`src/rtl/example_acc_pkg.sv`:
```
// Shared widths, saturation limits and a clog2 helper for the accumulate/requantize
// layer stages.
package example_acc_pkg;

  localparam int DIN_WIDTH  = 21;
  localparam int ACC_WIDTH  = 24;
  localparam int DOUT_WIDTH = 16;

  localparam logic signed [DOUT_WIDTH-1:0] DOUT_MAX = {1'b0, {(DOUT_WIDTH-1){1'b1}}};
  localparam logic signed [DOUT_WIDTH-1:0] DOUT_MIN = {1'b1, {(DOUT_WIDTH-1){1'b0}}};

  function automatic int clog2(input int value);
    int result;
    result = 0;
    for (int i = 0; i < 31; i++) begin
      if ((1 << i) < value) result = i + 1;
    end
    return result;
  endfunction

endpackage

```
`src/rtl/example_requant_sat.sv`:
```
// Combinational requantizer: round-half-up, arithmetic right shift by SHIFT, then
// saturate to a signed DOUT_W result with a flag.
module example_requant_sat #(
  parameter int ACC_W  = example_acc_pkg::ACC_WIDTH,
  parameter int DOUT_W = example_acc_pkg::DOUT_WIDTH,
  parameter int SHIFT  = 6
) (
  input  logic signed [ACC_W-1:0]  sum_i,
  output logic signed [DOUT_W-1:0] q_o,
  output logic                     sat_o
);

  localparam int EW = ACC_W + 1;

  // Limits sign-extended to the working width so the compare is a plain signed compare.
  localparam logic signed [EW-1:0] MAX_V = {{(EW+1-DOUT_W){1'b0}}, {(DOUT_W-1){1'b1}}};
  localparam logic signed [EW-1:0] MIN_V = {{(EW+1-DOUT_W){1'b1}}, {(DOUT_W-1){1'b0}}};

  logic signed [EW-1:0] ext_w;
  logic signed [EW-1:0] rnd_w;
  logic signed [EW-1:0] shr_w;

  assign ext_w = {sum_i[ACC_W-1], sum_i};

  generate
    if (SHIFT == 0) begin : g_no_round
      assign rnd_w = ext_w;
    end else begin : g_round
      localparam logic signed [EW-1:0] HALF = EW'(1) << (SHIFT - 1);
      assign rnd_w = ext_w + HALF;
    end
  endgenerate

  assign shr_w = rnd_w >>> SHIFT;

  always_comb begin
    sat_o = 1'b0;
    q_o   = shr_w[DOUT_W-1:0];
    if (shr_w > MAX_V) begin
      q_o   = MAX_V[DOUT_W-1:0];
      sat_o = 1'b1;
    end else if (shr_w < MIN_V) begin
      q_o   = MIN_V[DOUT_W-1:0];
      sat_o = 1'b1;
    end
  end

endmodule

```
`src/rtl/example_mac_acc_requant.sv`:
```
// Sums N_TERMS signed products into one dot product, requantizes it and offers it
// through a single-entry output register.
module example_mac_acc_requant #(
  parameter int DIN_WIDTH  = example_acc_pkg::DIN_WIDTH,
  parameter int N_TERMS    = 4,
  parameter int ACC_WIDTH  = example_acc_pkg::ACC_WIDTH,
  parameter int SHIFT      = 6,
  parameter int DOUT_WIDTH = example_acc_pkg::DOUT_WIDTH
) (
  input  logic                                         ap_clk,
  input  logic                                         ap_rst,
  input  logic signed [DIN_WIDTH-1:0]                  din,
  input  logic                                         din_vld,
  output logic                                         din_rdy,
  output logic signed [DOUT_WIDTH-1:0]                 dout,
  output logic                                         dout_vld,
  input  logic                                         dout_rdy,
  output logic                                         dout_sat,
  output logic [example_acc_pkg::clog2(N_TERMS)-1:0]   grp_cnt
);

  import example_acc_pkg::*;

  localparam int CNT_W = clog2(N_TERMS);
  localparam logic [CNT_W-1:0] LAST_IDX = CNT_W'(N_TERMS - 1);

  // Output register occupancy; dout_vld is this state.
  localparam logic [0:0] ST_EMPTY = 1'b0;
  localparam logic [0:0] ST_FULL  = 1'b1;

  logic [0:0]                   state_q, state_d;
  logic signed [ACC_WIDTH-1:0]  acc_q, acc_d;
  logic [CNT_W-1:0]             cnt_q, cnt_d;
  logic signed [DOUT_WIDTH-1:0] dout_q, dout_d;
  logic                         sat_q, sat_d;

  logic signed [ACC_WIDTH-1:0]  din_ext_w;
  logic signed [ACC_WIDTH-1:0]  sum_w;
  logic signed [DOUT_WIDTH-1:0] rq_w;
  logic                         rq_sat_w;
  logic                         is_last_w;
  logic                         in_fire_w;

  // Valid/ready: a transfer happens on a rising edge where valid and ready are both
  // high; valid holds its data until then. Only the final term of a group waits on
  // the output register, so a held result is never overwritten.
  assign is_last_w = (cnt_q == LAST_IDX);
  assign dout_vld  = (state_q == ST_FULL);
  assign din_rdy   = !is_last_w || !dout_vld || dout_rdy;
  assign in_fire_w = din_vld && din_rdy;

  assign din_ext_w = {{(ACC_WIDTH-DIN_WIDTH){din[DIN_WIDTH-1]}}, din};
  assign sum_w     = acc_q + din_ext_w;

  example_requant_sat #(
    .ACC_W  (ACC_WIDTH),
    .DOUT_W (DOUT_WIDTH),
    .SHIFT  (SHIFT)
  ) u_requant (
    .sum_i (sum_w),
    .q_o   (rq_w),
    .sat_o (rq_sat_w)
  );

  always_comb begin
    acc_d   = acc_q;
    cnt_d   = cnt_q;
    state_d = state_q;
    dout_d  = dout_q;
    sat_d   = sat_q;
    if (in_fire_w) begin
      if (is_last_w) begin
        acc_d = '0;
        cnt_d = '0;
      end else begin
        acc_d = sum_w;
        cnt_d = cnt_q + 1'b1;
      end
    end
    // A new result loading takes priority over draining the old one.
    if (in_fire_w && is_last_w) begin
      state_d = ST_FULL;
      dout_d  = rq_w;
      sat_d   = rq_sat_w;
    end else if (dout_vld && dout_rdy) begin
      state_d = ST_EMPTY;
    end
  end

  always_ff @(posedge ap_clk or posedge ap_rst) begin
    if (ap_rst) begin
      state_q <= ST_EMPTY;
      acc_q   <= '0;
      cnt_q   <= '0;
      dout_q  <= '0;
      sat_q   <= 1'b0;
    end else begin
      state_q <= state_d;
      acc_q   <= acc_d;
      cnt_q   <= cnt_d;
      dout_q  <= dout_d;
      sat_q   <= sat_d;
    end
  end

  assign dout     = dout_q;
  assign dout_sat = sat_q;
  assign grp_cnt  = cnt_q;

endmodule

```
`config.mk`:
```
export PLATFORM = sky130hd
export DESIGN_NAME = example_mac_acc_requant
export DESIGN_NICKNAME = d
export VERILOG_FILES = /design/src/rtl/example_acc_pkg.sv /design/src/rtl/example_requant_sat.sv /design/src/rtl/example_mac_acc_requant.sv
export SDC_FILE = /design/constraint.sdc
export NUM_CORES = 1
export LEC_CHECK = 0
export CAP_MARGIN = 15
export CORE_ASPECT_RATIO = 0.6
export CORE_MARGIN = 4
export CORE_UTILIZATION = 50
export DETAILED_ROUTE_END_ITERATION = 8
export HOLD_SLACK_MARGIN = 0.1
export MAX_ROUTING_LAYER = met4
export PLACE_DENSITY = 0.82
export SETUP_SLACK_MARGIN = 0.05
export SYNTH_ARGS = -nofsm -noshare
export SYNTH_HDL_FRONTEND = slang
export SYNTH_HIERARCHICAL = 1
export SYNTH_SLANG_ARGS = --single-unit
```
`constraint.sdc`:
```
create_clock -name ap_clk -period 3.7 [get_ports ap_clk]
set_input_delay 0.74 -clock ap_clk [delete_from_list [all_inputs] [get_ports ap_clk]]
set_output_delay 0.74 -clock ap_clk [all_outputs]
set_load 0.005 [all_outputs]
```
# Word level (Yosys, flattened, before mapping)
# Cells that the tools add are included.
# classes
n_eq_ne,1
n_addsub,3
n_reduce_logical,8
n_mux,8
n_lt_le_gt_ge,2
# ops
cell,count
$mux 16,2
$add 24x7->25 const B,1
$add 24x21->24,1
$mux 24,1
$gt 19x16->1 const B,1
$lt 19x16->1 const B,1
$mux 1,4
$logic_and 1x1->1,3
$add 2x1->2 const B,1
$eq 2x2->1 const B,1
$logic_not 1->1,2
$logic_or 1x1->1,2
$mux 2,1
$reduce_bool 2->1,1
# totals
input_bits,25
wordCells,27
output_inout_bits,21
ff_bits,44

# Longest topological paths before layout
# Gate-level depths: netlist (run 1).
# depth
ltp_word,7
ltp_mapped,16
depth_no_buf,14

# Cells and area by module
# The synthesis (run 1) kept the hierarchy.
# modules_own_cells
module,n_inst,area_per_inst_um2,cells_per_inst,seq_area_each_um2
example_mac_acc_requant,1,3017.9,303,1101.1
example_requant_sat,1,534.3,76,0.0

# Least setup slack after synthesis (run 1)
# No wires, ideal clock.
# synth_path
kind,input port to flip-flop
start,input port din[8]
end,"register dout_q[12], in the netlist dout[12]"
t_required_ps,3575
n_path_buf,2
setup_slack_ps,-303
setup_time_ps,125
cell_stages,15
arrival_time_ps,3879
cell_sequence,ha_1 > buf_6 > a21o_1 > a211oi_1 > a32oi_2 > a21boi_2 > o31a_4 > xnor2_1 > nand4_2 > nor4_2 > xnor2_1 > a22o_1 > buf_6 > o21ai_2 > mux2_2
# synth_via
elab_chain_cells,5
word_cells_on_any_way,6
classes_between,add/sub (2); order compare (2); mux (2)
# synth_rtl
item,line,text
from (decl),example_mac_acc_requant.sv:12,"input logic signed [DIN_WIDTH-1:0] din,"
$add 24x21->24 (*),example_mac_acc_requant.sv:53,assign sum_w = acc_q + din_ext_w;
net sum_w[15],example_mac_acc_requant.sv:38,logic signed [ACC_WIDTH-1:0] sum_w;
$add 24x7->25 (*),example_requant_sat.sv:30,assign rnd_w = ext_w + HALF;
$lt 19x16->1,example_requant_sat.sv:42,end else if (shr_w < MIN_V) begin
$mux 16,example_requant_sat.sv:42,
$mux 16 (*),example_requant_sat.sv:39,if (shr_w > MAX_V) begin
net rq_w[12],example_mac_acc_requant.sv:39,logic signed [DOUT_WIDTH-1:0] rq_w;
to (signal assigned),example_mac_acc_requant.sv:101,dout_q <= dout_d;
to (decl),example_mac_acc_requant.sv:34,"logic signed [DOUT_WIDTH-1:0] dout_q, dout_d;"
# The timed path passes the listed nets; every way through them passes the cells marked *.
# A chain may end at the register's enable or synchronous reset.

# Worst setup path in the final report (run 1)
# layout_path
start,input port din[15]
end,"register dout_q[7], in the netlist dout[7]"
# The elaborated chain is that of the path after synthesis.

==> results of run 1 <==
-- how the worst max path moves through the flow --
stage                       start              endpoint  cells after the start
after CTS                  din[1]   dout[3]$_DFFE_PP0P_                     15
after global routing      din[15]   dout[5]$_DFFE_PP0P_                     14
after detailed placement   din[0]   dout[0]$_DFFE_PP0P_                     15
final                     din[15]   dout[7]$_DFFE_PP0P_                     16
after floorplan            din[1]  dout[12]$_DFFE_PP0P_                     15
after global placement     din[0]   dout[4]$_DFFE_PP0P_                     15
-- through the flow --
step | instances | setup slack, ps | area, µm² | power (mW)
2_1_floorplan | 379 | -99.5 | 3690 | 3.45
3_3_place_gp | 597 | -951 | 4900 | 5.06
3_5_place_dp | 597 | -1020 | 4900 | 5.17
4_1_cts | 619 | -70.7 | 5390 | 6.19
5_1_grt | 632 | -422 | 5730 | 7.37
6_report | 632 | -420 | 5730 | 7.06
-- layer usage --
| metal | vias to the layer above | wire (µm) |
|---|---|---|
| met3 | 122 | 1510 |
| met4 | 0 | 998 |
| met5 | - | 0 |
| li1 | 1738 | - |
| met2 | 327 | 6300 |
| met1 | 1976 | 5820 |
-- registers in the layout (all words and copies together) (netlist names) --
signal    count
grp_cnt       2
dout_sat      1
dout         16
acc_q        24
dout_vld      1
-- worst reg2reg max path, delay by kind of cell (launching register included) --
kind	cells	cell delay [ps]
compound gates	6	930
xor+xnor	1	280
fa+ha+maj	1	310
buf+inv	4	760
flops	1	450
mux	1	170
simple gates	4	1040
-- layout make-up --
| type | count | area [µm²] |
|---|---|---|
| multi-input cells | 308 | 2890 |
| repair buffers | 175 | 1430 |
| inverters | 10 | 37.5 |
| well taps | 87 | 109 |
| clock buffers | 6 | 129 |
| clock inverters | 2 | 35.0 |
| flip-flops and latches | 44 | 1100 |
| fillers | 326 | 1060 |
-- cells by family after synthesis --
family                     count (synthesis)  synth area share, %
AOI/OAI and AO/OA                        120                 23.9
and+or+nand+nor                          106                 16.2
DFF                                       44                 31.0
xor gates and xnor gates                  36                 8.88
buffers and inverters                     28                 4.65
adders and majority gates                 26                 9.37
muxes                                     19                 6.02
-- power breakdown --
part | internal, mW | switching [mW] | total (mW)
clock network | 0.319 | 0.210 | 0.529
registers | 0.719 | 0.201 | 0.921
logic | 2.80 | 2.81 | 5.61
total | 3.84 | 3.22 | 7.06
-- Yosys cell counts, drive strengths merged (3+ instances only) --
library cell,instances
a211oi,4
a21o,7
a21oi,35
a22o,18
a31oi,3
and2,5
and3,4
and4,3
buf,7
clkbuf,11
dfrtp,44
ha,25
inv,10
mux2,19
nand2,28
nand3,13
nand3b,4
nand4,13
nor2,19
nor3,5
nor4,3
o211ai,3
o21a,3
o21ai,27
o21bai,3
xnor2,24
xor2,12
-- repair_timing --
item,in CTS,in global routing
endpoints found under the setup margin,17,17
cloned,1,0
hold endpoints to repair,0,0
setup buffers,13,13
pin swaps,37,27
resized for setup,74,44
-- cell usage in the layout, fill, tap and decap left out, drive strengths merged, types with 4 or more instances in the layout --
| cell | count |
|---|---|
| dlymetal6s2s | 4 |
| inv | 9 |
| and2 | 5 |
| a21oi | 35 |
| buf | 137 |
| nand4 | 13 |
| a22o | 18 |
| nand2 | 28 |
| and3 | 4 |
| clkbuf | 6 |
| xor2 | 12 |
| nand3 | 13 |
| nand3b | 4 |
| nor2 | 19 |
| a211oi | 4 |
| dfrtp | 44 |
| a21o | 7 |
| o21ai | 27 |
| clkdlybuf4s50 | 30 |
| mux2 | 19 |
| xnor2 | 24 |
| ha | 25 |
| nor3 | 5 |
==> impl_metrics.xml, run 1 <==
<?xml version="1.0" encoding="UTF-8"?>
<metrics>
  <group name="sta">
    <metric name="worstMarginPinSlew" unit="ps">786</metric>
    <metric name="grt_setup_unrepaired" unit="">true</metric>
    <metric name="setup_slack" unit="ps">-420</metric>
    <metric name="fin_skew" unit="ps">6.27</metric>
    <metric name="final_total_negative_setup_slack" unit="ps">-6110</metric>
    <metric name="relative_slew_slack" unit="%">47.3</metric>
    <metric name="maxSlewViolCount" unit="">0</metric>
    <metric name="fin_worst_hold_slack" unit="ps">506</metric>
    <metric name="maxClockFrequency" unit="MHz">243</metric>
    <metric name="final_min_period" unit="ps">4120</metric>
    <metric name="period_share" unit="%">111</metric>
    <metric name="report.final.hold_viol_count" unit="">0</metric>
    <metric name="final-setup-viol-count" unit="">17</metric>
  </group>
  <group name="grt">
    <metric name="grt_usage" unit="%">31.0</metric>
    <metric name="grtUsageMet3" unit="%">4.53</metric>
    <metric name="grt_max_degree" unit="">29</metric>
    <metric name="grt_first_pass_wirelength" unit="µm">19900</metric>
    <metric name="via_count_of_the_first_global_routing_pass" unit="">3806</metric>
    <metric name="grt_remaining_overflow" unit="">0</metric>
    <metric name="grt_antenna_before_repair" unit="">0</metric>
    <metric name="globalRouteMet1Util" unit="%">42.3</metric>
    <metric name="global_route.peak_usage_layer" unit="">met2</metric>
    <metric name="grt_util_met2" unit="%">47.7</metric>
  </group>
  <group name="die">
    <metric name="std_cell_rows" unit="">23</metric>
    <metric name="io_pins" unit="">46</metric>
    <metric name="floorplan.die.height" unit="µm">73.3</metric>
    <metric name="chipWidth" unit="µm">117</metric>
    <metric name="die-area" unit="µm²">8560</metric>
    <metric name="floorplan.core_area" unit="µm²">6790</metric>
    <metric name="initial_utilization" unit="%">52.3</metric>
  </group>
  <group name="cts">
    <metric name="tritoncts.num_buffers" unit="">5</metric>
    <metric name="cts_root_buffer" unit="">sky130_fd_sc_hd__clkbuf_16</metric>
    <metric name="clkLatencyLatePin" unit="ps">300</metric>
    <metric name="max-clock-path-buffers" unit="">2</metric>
    <metric name="cts_tree" unit="">done</metric>
    <metric name="clkTransAtPathRegs" unit="ps">60</metric>
    <metric name="htree_levels" unit="">2</metric>
    <metric name="cts.sinks" unit="">44</metric>
    <metric name="post_cts_hold_buffer_count" unit="">0</metric>
  </group>
  <group name="setup_path">
    <metric name="worst_path_dominant_cell_family" unit="">compound AO/OA/AOI/OAI gates</metric>
    <metric name="timing_worst_setup_path_type" unit="">in2reg</metric>
    <metric name="worst_setup_path_start_kind" unit="">primary input</metric>
    <metric name="worst_ep_required_time" unit="ps">3940</metric>
    <metric name="end_kind" unit="">register</metric>
    <metric name="timing.critical_path.slowest_stage_cell" unit="">sky130_fd_sc_hd__nor4_4</metric>
    <metric name="path_cells" unit="">clkdlybuf4s50_1, ha_4, buf_4, nand2_1, o21ai_0, a21oi_1, o31ai_2, xor2_1, nand2_1, nor4_4, buf_4, a21oi_2, a22o_1, buf_6, a21oi_2, mux2_4</metric>
    <metric name="timing.reg2reg.worst_path_depth" unit="">17</metric>
    <metric name="critical_path_arrival" unit="ps">4360</metric>
    <metric name="critical_path.max_fanout" unit="">8</metric>
    <metric name="timing.reg2reg.setup_slack" unit="ps">-290</metric>
    <metric name="worstReg2RegStart" unit="">acc_q[1]$_DFFE_PP0P_</metric>
    <metric name="biggest_cell_delay_along_the_critical_path" unit="ps">490</metric>
    <metric name="timing.rr.end" unit="">dout[7]$_DFFE_PP0P_</metric>
    <metric name="critPathBufInv" unit="">4</metric>
  </group>
  <group name="yosys">
    <metric name="synth_area_leaders" unit="">sky130_fd_sc_hd__dfrtp_1 31%, sky130_fd_sc_hd__ha_1 8.8%, sky130_fd_sc_hd__mux2_2 6.0%, sky130_fd_sc_hd__xnor2_1 5.9%, sky130_fd_sc_hd__a22o_1 4.4%</metric>
    <metric name="count_of_different_cell_masters_after_synthesis" unit="">64</metric>
    <metric name="synth-edff-count" unit="">0</metric>
    <metric name="synth.avg_cell_area" unit="µm²">9.37</metric>
    <metric name="post-synth-top-area-cell" unit="">sky130_fd_sc_hd__dfrtp_1</metric>
    <metric name="flip_flop_and_latch_count_after_synthesis" unit="">44</metric>
    <metric name="yosysWarningCount" unit="">6</metric>
    <metric name="ys_dominant_reg_cell" unit="">sky130_fd_sc_hd__dfrtp_1</metric>
    <metric name="yosysSeqAreaShare" unit="%">31.0</metric>
    <metric name="synthArstFlopShare" unit="%">100</metric>
    <metric name="yosysTopAreaCellShare" unit="%">31.0</metric>
    <metric name="post_synth_inst_count" unit="">379</metric>
    <metric name="synth.net_count" unit="">430</metric>
    <metric name="syn_area" unit="µm²">3550</metric>
  </group>
  <group name="route">
    <metric name="vias" unit="">4163</metric>
    <metric name="postRouteWirelength" unit="µm">14600</metric>
    <metric name="drt_drc_violations_left" unit="">0</metric>
    <metric name="vias_per_cell" unit="">6.59</metric>
    <metric name="route.detailed.wl_per_inst" unit="µm">23.1</metric>
    <metric name="drt_pre_antenna_iters" unit="">5</metric>
    <metric name="ant_nets" unit="">0</metric>
    <metric name="detailedRoute.firstIterationViolations" unit="">459</metric>
  </group>
  <group name="final_layout">
    <metric name="layout-drive-gt1-share" unit="%">46.8</metric>
    <metric name="num_antenna_cells" unit="">0</metric>
    <metric name="layout.core_utilization" unit="%">84.4</metric>
    <metric name="final_net_count" unit="">595</metric>
    <metric name="syn2layout_area_growth" unit="%">61.4</metric>
  </group>
  <group name="flow_run">
    <metric name="maxCapViolCount" unit="">0</metric>
  </group>
  <group name="hold_path">
    <metric name="timing.hold.worst_path_depth" unit="">1</metric>
    <metric name="min_to" unit="">dout[1]$_DFFE_PP0P_</metric>
    <metric name="min-delay-path-class" unit="">reg2reg</metric>
    <metric name="hold_path.startpoint" unit="">dout[1]$_DFFE_PP0P_</metric>
  </group>
  <group name="status">
    <metric name="outcome" unit="">finished, violations left</metric>
    <metric name="violated_checks" unit="">negative setup slack</metric>
  </group>
  <group name="pwr">
    <metric name="power.ir.vdd_worst" unit="mV">0.633</metric>
    <metric name="p_per_area" unit="nW/µm²">1230</metric>
    <metric name="static-leakage-power" unit="nW">2.55</metric>
  </group>
  <group name="placed_design">
    <metric name="placement.io_buffers" unit="">45</metric>
    <metric name="dpl_hpwl" unit="µm">8250</metric>
    <metric name="routabilityCongestion" unit="">0.946</metric>
  </group>
</metrics>
No activity file was read; power rests on OpenSTA's default activity.
==> inputs of run 2 (changes only) <==
PLACE_DENSITY = 0.79   (was 0.82)
clock period = 4.46 ns   (was 3.7 ns; I/O delays follow)
==> impl_metrics.xml, run 2 (synthesis results as in run 1) <==
<?xml version="1.0" encoding="UTF-8"?>
<metrics>
  <group name="sta">
    <metric name="grt_setup_unrepaired" unit="">false</metric>
    <metric name="period_share" unit="%">96.5</metric>
    <metric name="fin_skew" unit="ps">6.65</metric>
    <metric name="final_min_period" unit="ps">4310</metric>
    <metric name="fin_worst_hold_slack" unit="ps">488</metric>
    <metric name="final-setup-viol-count" unit="">0</metric>
    <metric name="maxClockFrequency" unit="MHz">232</metric>
    <metric name="maxSlewViolCount" unit="">0</metric>
    <metric name="worstMarginPinSlew" unit="ps">866</metric>
    <metric name="report.final.hold_viol_count" unit="">0</metric>
    <metric name="relative_slew_slack" unit="%">42.1</metric>
  </group>
  <group name="final_layout">
    <metric name="layout.core_utilization" unit="%">70.1</metric>
    <metric name="num_antenna_cells" unit="">0</metric>
    <metric name="largest-register" unit="">acc_q</metric>
    <metric name="layout-drive-gt1-share" unit="%">27.9</metric>
    <metric name="n_fill_cell" unit="">524</metric>
    <metric name="multi_input_comb_area" unit="µm²">2460</metric>
    <metric name="syn2layout_area_growth" unit="%">34.1</metric>
    <metric name="final_net_count" unit="">523</metric>
    <metric name="final_common_cell" unit="">sky130_fd_sc_hd__buf_4</metric>
    <metric name="seqCellArea" unit="µm²">1100</metric>
    <metric name="final_design_area_no_fill" unit="µm²">4760</metric>
    <metric name="layout.cells.most_common_list" unit="">57 x sky130_fd_sc_hd__buf_4, 44 x sky130_fd_sc_hd__dfrtp_1, 44 x sky130_fd_sc_hd__clkdlybuf4s50_1</metric>
    <metric name="largest_reg_flops" unit="">24</metric>
  </group>
  <group name="route">
    <metric name="drt_drc_violations_left" unit="">0</metric>
    <metric name="met3_wirelength" unit="µm">636</metric>
    <metric name="vias_per_cell" unit="">6.16</metric>
    <metric name="drt_pre_antenna_iters" unit="">5</metric>
    <metric name="met2_wirelength" unit="µm">4490</metric>
    <metric name="detailedRoute.firstIterationViolations" unit="">331</metric>
    <metric name="ant_nets" unit="">0</metric>
    <metric name="route.top_layer_used" unit="">met4</metric>
    <metric name="vias" unit="">3448</metric>
    <metric name="postRouteWirelength" unit="µm">10600</metric>
    <metric name="m1WireLength" unit="µm">5170</metric>
    <metric name="route.detailed.wl_per_inst" unit="µm">19.0</metric>
  </group>
  <group name="setup_path">
    <metric name="critical_path.max_fanout" unit="">8</metric>
    <metric name="critical_path_arrival" unit="ps">4540</metric>
    <metric name="timing_worst_setup_path_type" unit="">in2reg</metric>
    <metric name="end_kind" unit="">register</metric>
    <metric name="worst_ep_required_time" unit="ps">4690</metric>
    <metric name="worst_setup_path_start_kind" unit="">primary input</metric>
  </group>
  <group name="pwr">
    <metric name="power.ir.vdd_worst" unit="mV">0.488</metric>
    <metric name="p_per_area" unit="nW/µm²">985</metric>
    <metric name="static-leakage-power" unit="nW">2.09</metric>
  </group>
  <group name="cts">
    <metric name="post_cts_hold_buffer_count" unit="">0</metric>
    <metric name="htree_levels" unit="">2</metric>
    <metric name="cts_root_buffer" unit="">sky130_fd_sc_hd__clkbuf_16</metric>
    <metric name="tritoncts.num_buffers" unit="">5</metric>
    <metric name="max-clock-path-buffers" unit="">2</metric>
    <metric name="cts.sinks" unit="">44</metric>
    <metric name="clkLatencyLatePin" unit="ps">300</metric>
    <metric name="clkTransAtPathRegs" unit="ps">60</metric>
    <metric name="cts_tree" unit="">done</metric>
  </group>
  <group name="grt">
    <metric name="grt_antenna_before_repair" unit="">0</metric>
    <metric name="via_count_of_the_first_global_routing_pass" unit="">3414</metric>
    <metric name="grt_remaining_overflow" unit="">0</metric>
    <metric name="grt_first_pass_wirelength" unit="µm">16600</metric>
    <metric name="grt_max_degree" unit="">45</metric>
    <metric name="grt_usage" unit="%">25.7</metric>
  </group>
  <group name="status">
    <metric name="outcome" unit="">finished clean</metric>
  </group>
  <group name="die">
    <metric name="die-area" unit="µm²">8560</metric>
    <metric name="initial_utilization" unit="%">52.3</metric>
    <metric name="std_cell_rows" unit="">23</metric>
    <metric name="io_pins" unit="">46</metric>
    <metric name="chipWidth" unit="µm">117</metric>
    <metric name="floorplan.core_area" unit="µm²">6790</metric>
    <metric name="floorplan.die.height" unit="µm">73.3</metric>
  </group>
  <group name="placed_design">
    <metric name="routabilityCongestion" unit="">0.981</metric>
    <metric name="placement.io_buffers" unit="">45</metric>
    <metric name="dpl_hpwl" unit="µm">7660</metric>
    <metric name="dpl_cell_area" unit="µm²">4410</metric>
  </group>
  <group name="flow_run">
    <metric name="maxCapViolCount" unit="">0</metric>
  </group>
  <group name="hold_path">
    <metric name="min-delay-path-class" unit="">reg2reg</metric>
  </group>
</metrics>
[run 2: cell types whose count changed in the layout (fill, tap and decap cells not counted), sizes merged]
cell           previous run  this run
dlymetal6s2s              4         1
bufinv                    1         0
clkdlybuf4s50            30        44
clkinv                    2         1
dlygate4sd2               3         0
buf                     137        58
clkinvlp                  0         1
clkdlybuf4s15             1         0
clkbuf                    6         7
[run 2: critical path, stage by stage]
cell                              delay [ps]
sky130_fd_sc_hd__clkdlybuf4s50_1         470
sky130_fd_sc_hd__ha_2                    190
sky130_fd_sc_hd__a21oi_1                  90
sky130_fd_sc_hd__nand4b_1                240
sky130_fd_sc_hd__a32oi_2                 300
sky130_fd_sc_hd__a21boi_2                110
sky130_fd_sc_hd__o31a_4                  310
sky130_fd_sc_hd__o21ai_2                 150
sky130_fd_sc_hd__xor2_1                  190
sky130_fd_sc_hd__buf_4                   160
sky130_fd_sc_hd__nand2_1                  90
sky130_fd_sc_hd__nor4_4                  350
sky130_fd_sc_hd__a41oi_2                 240
sky130_fd_sc_hd__a211o_4                 440
sky130_fd_sc_hd__a21oi_2                 150
sky130_fd_sc_hd__mux2_2                  150
[run 2: repair_timing]
action / CTS / global route
cloned: 0 / 1
pin swaps: 1 / 11
setup endpoints to repair: 16 / 17
setup buffers: 1 / 2
gates resized for setup: 7 / 29
[run 2: stage by stage]
stage               setup TNS, ps  total power [mW]  instances  setup WS, ps
detailed placement          -6460              3.92        548          -439
floorplan                       0              2.75        379           305
finish                          0              4.69        560           155
global placement            -3520              3.81        548          -244
global route                    0              4.99        560          33.3
CTS                             0              4.41        557          56.5
[run 2: final cells by class]
| type | count | area share [%] |
|---|---|---|
| Multi-Input combinational cell | 308 | 51.7 |
| Sequential cell | 44 | 23.1 |
| Clock buffer | 7 | 3.00 |
| Clock inverter | 1 | 0.158 |
| Timing Repair Buffer | 103 | 18.9 |
| Tap cell | 87 | 2.29 |
| Inverter | 10 | 0.788 |
[run 2: path summary, 6_finish.rpt]
path	from	to	slack, ps	cells past startpoint
max	din[0]	dout[0]$_DFFE_PP0P_	150	16
min	acc_q[0]$_DFFE_PP0P_	acc_q[0]$_DFFE_PP0P_	490	2
max reg2reg	acc_q[1]$_DFFE_PP0P_	dout[0]$_DFFE_PP0P_	730	15
min reg2reg	acc_q[0]$_DFFE_PP0P_	acc_q[0]$_DFFE_PP0P_	490	2
max in group asynchronous	ap_rst	dout[7]$_DFFE_PP0P_	3000	3
min in group asynchronous	ap_rst	dout[4]$_DFFE_PP0P_	1060	3
[run 2: layer usage]
metal | vias to the layer above | global-route usage [%]
li1 | 1601 | -
met1 | 1677 | 36.5
met2 | 142 | 36.2
met3 | 28 | 5.35
met4 | 0 | 9.29
met5 | - | -
[run 2: power by group]
group | internal [mW] | total, mW | switching [mW]
Combinational | 1.72 | 3.59 | 1.87
Sequential | 0.597 | 0.714 | 0.118
Clock | 0.223 | 0.387 | 0.164
Total | 2.54 | 4.69 | 2.15
